## src/rtl/sclk_rate_sched.sv

```systemverilog
// SPI serial-clock run/stop and rate controller: registered clk_out plus rise/fall enables.
// Rate selects are taken through a one-deep slot (sel_ready low while occupied) and applied at falls.
module sclk_rate_sched #(
  parameter int CNT_W = 8,
  parameter int HALF0 = 2,
  parameter int HALF1 = 1,
  parameter int HALF2 = 4,
  parameter int HALF3 = 1
) (
  input  logic       clk,
  input  logic       rst,
  input  logic [1:0] sel_in,
  input  logic       sel_valid,
  output logic       sel_ready,
  input  logic       run,
  output logic       clk_out,
  output logic       rise_en,
  output logic       fall_en,
  output logic [1:0] active_sel,
  output logic       busy
);

  if (HALF0 < 1 || HALF0 >= (1 << CNT_W) || HALF1 < 1 || HALF1 >= (1 << CNT_W) ||
      HALF2 < 1 || HALF2 >= (1 << CNT_W) || HALF3 < 1 || HALF3 >= (1 << CNT_W)) begin : g_half_range
    $error("sclk_rate_sched: every HALFn must be in [1, 2**CNT_W)");
  end

  localparam logic [CNT_W-1:0] LAST0 = CNT_W'(HALF0 - 1);
  localparam logic [CNT_W-1:0] LAST1 = CNT_W'(HALF1 - 1);
  localparam logic [CNT_W-1:0] LAST2 = CNT_W'(HALF2 - 1);
  localparam logic [CNT_W-1:0] LAST3 = CNT_W'(HALF3 - 1);

  typedef enum logic [1:0] {
    IDLE     = 2'd0,
    RUN      = 2'd1,
    STOPPING = 2'd2
  } state_t;

  state_t           state, state_n;
  logic [CNT_W-1:0] cnt, cnt_n;
  logic [CNT_W-1:0] cnt_last;
  logic             clk_n, rise_n, fall_n, ready_n, busy_n;
  logic [1:0]       sel_n, pend_sel, pend_n;
  logic             accept, wrap;

  always_comb begin
    cnt_last = LAST1;
    case (active_sel)
      2'b00:   cnt_last = LAST0;
      2'b01:   cnt_last = LAST1;
      2'b10:   cnt_last = LAST2;
      default: cnt_last = LAST3;
    endcase
  end

  assign accept = sel_valid & sel_ready;
  assign wrap   = (cnt == cnt_last);

  always_comb begin
    state_n = state;
    cnt_n   = cnt;
    clk_n   = clk_out;
    rise_n  = 1'b0;
    fall_n  = 1'b0;
    sel_n   = active_sel;
    ready_n = sel_ready;
    pend_n  = pend_sel;

    case (state)
      IDLE: begin
        cnt_n = '0;
        clk_n = 1'b0;
        // No period to protect while idle, so selects take effect immediately.
        if (!sel_ready) begin
          sel_n   = pend_sel;
          ready_n = 1'b1;
        end else if (accept) begin
          sel_n = sel_in;
        end
        if (run) state_n = RUN;
      end

      RUN: begin
        if (accept) begin
          pend_n  = sel_in;
          ready_n = 1'b0;
        end
        if (!run && !clk_out) begin
          state_n = IDLE;
          cnt_n   = '0;
        end else begin
          cnt_n = cnt + CNT_W'(1);
          if (wrap) begin
            cnt_n = '0;
            clk_n = ~clk_out;
            if (clk_out) begin
              fall_n = 1'b1;
              if (!sel_ready) begin
                sel_n   = pend_sel;
                ready_n = 1'b1;
              end
            end else begin
              rise_n = 1'b1;
            end
          end
          // run low here implies clk_out high: finish the high phase first.
          if (!run) state_n = wrap ? IDLE : STOPPING;
        end
      end

      STOPPING: begin
        if (accept) begin
          pend_n  = sel_in;
          ready_n = 1'b0;
        end
        cnt_n = cnt + CNT_W'(1);
        if (wrap) begin
          cnt_n   = '0;
          clk_n   = 1'b0;
          fall_n  = 1'b1;
          state_n = IDLE;
          if (!sel_ready) begin
            sel_n   = pend_sel;
            ready_n = 1'b1;
          end
        end
      end

      default: begin
        state_n = IDLE;
        cnt_n   = '0;
        clk_n   = 1'b0;
      end
    endcase

    busy_n = (state_n != IDLE);
  end

  always_ff @(posedge clk or posedge rst) begin
    if (rst) begin
      state      <= IDLE;
      cnt        <= '0;
      clk_out    <= 1'b0;
      rise_en    <= 1'b0;
      fall_en    <= 1'b0;
      active_sel <= 2'b01;
      sel_ready  <= 1'b1;
      pend_sel   <= 2'b00;
      busy       <= 1'b0;
    end else begin
      state      <= state_n;
      cnt        <= cnt_n;
      clk_out    <= clk_n;
      rise_en    <= rise_n;
      fall_en    <= fall_n;
      active_sel <= sel_n;
      sel_ready  <= ready_n;
      pend_sel   <= pend_n;
      busy       <= busy_n;
    end
  end

endmodule

```

## config.mk

```make
export PLATFORM = sky130hd
export DESIGN_NAME = sclk_rate_sched
export DESIGN_NICKNAME = d
export VERILOG_FILES = /design/src/rtl/sclk_rate_sched.sv
export SDC_FILE = /design/constraint.sdc
export NUM_CORES = 1
export LEC_CHECK = 0
export BUFFER_PORTS_ARGS = -buffer_cell sky130_fd_sc_hd__buf_2
export CORE_ASPECT_RATIO = 1.25
export CORE_MARGIN = 4
export CORE_UTILIZATION = 50
export CTS_CLUSTER_DIAMETER = 100
export DETAILED_ROUTE_END_ITERATION = 16
export PLACE_DENSITY = 0.75
export SKIP_CTS_REPAIR_TIMING = 1
export SLEW_MARGIN = 30
export SYNTH_ARGS = -nofsm -noshare
export SYNTH_HDL_FRONTEND = slang
export SYNTH_SLANG_ARGS = --single-unit
```

## constraint.sdc

```tcl
create_clock -name clk -period 2.09 [get_ports clk]
set_input_delay 0.627 -clock clk [delete_from_list [all_inputs] [get_ports clk]]
set_output_delay 0.627 -clock clk [all_outputs]
set_load 0.005 [all_outputs]
```

==> impl_metrics.toml <==
[global_routing]
gr-total-overflow = 0
number_of_global_route_vias_before_repair = 731
grt_pass1_wl_um = 3210
grt_antenna_before_repair = 0
grt_use_total = 0.141
grt_max_degree = 20

[timing]
timing.final.crit_period_ns = 1.92
hold_viol_final = 0
timing.final.crit_share = 0.919
maxSlewHeadroom = 0.551
setup_total_negative_slack_ns = 0
max_slew_vio_count = 0
setup-violations-final = 0
max_freq_ghz = 0.521
final_critical_path_setup_slack_ns = 0.170
finalHoldWorstSlack_ns = 0.414
timing_worst_slew_pin_value_ns = 0.672
grt_setup_unrepaired = "no"
timing.clock.skew_ns = 0.00199

[synthesis]
seq_area_frac_synth = 0.462
synth_edf_count = 0
netlist_top_cells_area = "sky130_fd_sc_hd__dfrtp_1 41%, sky130_fd_sc_hd__ha_1 6.1%, sky130_fd_sc_hd__dfstp_2 5.1%, sky130_fd_sc_hd__nor2_1 4.0%, sky130_fd_sc_hd__inv_1 3.6%"
synthesis.nets = 109
postSynthRegisterBits = 19
yosys-top-cells-count = "17 x sky130_fd_sc_hd__dfrtp_1, 11 x sky130_fd_sc_hd__nor2_1, 10 x sky130_fd_sc_hd__inv_1"
synthesis.area_per_instance_um2 = 10.5
postSynth.topFlopCell = "sky130_fd_sc_hd__dfrtp_1"
synthesis.area_um2 = 1030
synth.largest_area_cell = "sky130_fd_sc_hd__dfrtp_1"
synthMostInstantiatedCell = "sky130_fd_sc_hd__dfrtp_1"
synthesis.instances = 98
yosysUniqueCellTypes = 36
synth-async-reset-ratio = 1.00
synth-warning-count = 0
yosys.area.top_type_share = 0.412

[drt]
routed_vias = 758
wl_per_cell_um = 13.7
drc = 0
routed_via_density = 5.70
drt-total-wl_um = 1820
detailedRoute.firstIterationViolations = 24
antenna_violating_nets_post_route = 0
detailedRoute.firstPassIterationCount = 4

[power]
power.leakage_nw = 0.544
ir_worst_vdd_uv = 892
power_density_nw_per_um2 = 1350

[setup_path]
critical-path-slowest-cell = "sky130_fd_sc_hd__or4_4"
slowest_delay_ns = 0.55
required_ns = 2.29
setup.worst_path.start_class = "flip-flop"
cp_cell_sequence = "or4_4, nor4_4, buf_4, nand2_1, a311oi_1"
critical_path_peak_fanout = 7
criticalPathCategory = "reg -> reg"
endpoint_of_the_worst_slack_reg_to_reg_timing_path = "sel_ready"
ff2ff_setup_slack_ns = 0.17
timing.reg2reg.worst_path_depth = 5
critical_path.n_buffers_inverters = 1
reg2reg_from = "cnt[3]"
endpoint_kind = "flip-flop"
cp_data_arrival_time_ns = 2.12
top_family_by_delay_on_critical_path = "simple AND/OR/NAND/NOR gates"

[status]
status = "finished clean"

[floorplan]
initial_utilization = 0.521
core_region_area_um2 = 1980
std_cell_rows = 18
die_height_um = 58.8
top_level_ports = 13
fp.dieArea_um2 = 2860
floorplan.die.width_um = 48.7

[clock_tree]
cts_root_buf = "sky130_fd_sc_hd__clkbuf_4"
h-tree-depth = 1
clk_path_buf_depth = 2
tritoncts_clock_tree = "built"
clkTransAtPathRegs_ns = 0.11
cts_sinks = 19
worst_skew_pair_latency_ns = 0.29
number_of_buffers_inserted_during_clock_tree_synthesis = 3

[finish]
drive_above_1_share = 0.265
layout-area-overhead-vs-synth_pct = 10.9
finalInstanceArea_um2 = 1150
num_antenna_cells = 0
design.final.nets = 125
final_non_filler_cells = 133

[placed_design]
place_ws_ns = 0.185
placed_cell_area_um2 = 1120
gpl.final_weighted_congestion = 0.807
dp_hpwl_um = 1420
placed_instance_count = 129
port_buffers = 12

[run]
timing.max_cap.violations = 0

[worst_hold_path]
holdCritPathClass = "in -> async"
layout by cell type, fill, tap and decap left out, drive strengths merged, types with 2 or more instances in the layout:
cell type,synthesis,final
buf,1,13
dfrtp,17,17
o21ai,2,2
mux2i,3,3
nand3,3,3
xor2,3,3
xnor2,4,4
ha,5,5
nor2,11,11
nor2b,2,2
nand2,5,5
mux2,4,4
inv,10,10
clkbuf,1,3
a21oi,4,4
dfstp,2,2
nor4,2,2
nand4,2,2
and4,2,2
per-stage QoR:
| step | util | total power, mW |
|---|---|---|
| 6_report | 0.578 | 1.55 |
| 3_3_place_gp | 0.564 | 1.35 |
| 4_1_cts | 0.578 | 1.56 |
| 3_5_place_dp | 0.564 | 1.38 |
| 2_1_floorplan | - | 1.17 |
| 5_1_grt | 0.578 | 1.68 |
logic make-up after synthesis:
group | Yosys count | synth area share
fa+ha+maj | 5 | 0.0605
simple gates | 32 | 0.180
flops | 19 | 0.462
compound gates | 16 | 0.117
xor+xnor | 7 | 0.0593
buf+inv | 12 | 0.0436
mux | 7 | 0.0763
final cells by class:
class	count	area [um^2]
Tap cell	20	25.0
Clock buffer	3	22.5
Multi-Input combinational cell	67	510
Clock inverter	1	5.00
Sequential cell	19	478
Fill cell	186	836
Inverter	10	37.5
Timing Repair Buffer	13	67.6
registers in the layout, summed over array words and instances (netlist names):
name / count
cnt: 8
active_sel: 2
pend_sel: 2
state: 2
busy: 1
clk_out: 1
fall_en: 1
rise_en: 1
sel_ready: 1
how the worst max path moves through the flow:
stage | from | endpoint | slack, ns | cells after the start
floorplan | cnt[3] | active_sel[1] | 0.13 | 4
global placement | cnt[3] | active_sel[1] | 0.27 | 4
detailed placement | cnt[3] | sel_ready | 0.18 | 5
CTS | cnt[3] | sel_ready | 0.16 | 5
global route | cnt[3] | sel_ready | 0.09 | 5
finish | cnt[3] | sel_ready | 0.17 | 5
layer usage:
| metal | track usage | vias to the layer above | part of all wire |
|---|---|---|---|
| met2 | 0.226 | 14 | 0.52 |
| met4 | 0.0538 | 0 | 0.010 |
| met1 | 0.185 | 369 | 0.44 |
| met3 | 0.0329 | 2 | 0.031 |
| li1 | - | 373 | - |
| met5 | 0 | - | 0 |
worst reg2reg max path, cell delays in order, from the launching register on:
cell,delay [ns]
sky130_fd_sc_hd__dfrtp_1,0.43
sky130_fd_sc_hd__or4_4,0.55
sky130_fd_sc_hd__nor4_4,0.27
sky130_fd_sc_hd__buf_4,0.20
sky130_fd_sc_hd__nand2_1,0.08
sky130_fd_sc_hd__a311oi_1,0.30
where the power goes:
group | switching [mW] | internal, mW
logic | 0.412 | 0.386
clock network | 0.111 | 0.0711
registers | 0.0856 | 0.485
total | 0.608 | 0.943
Power figures use the tool's default switching activity.
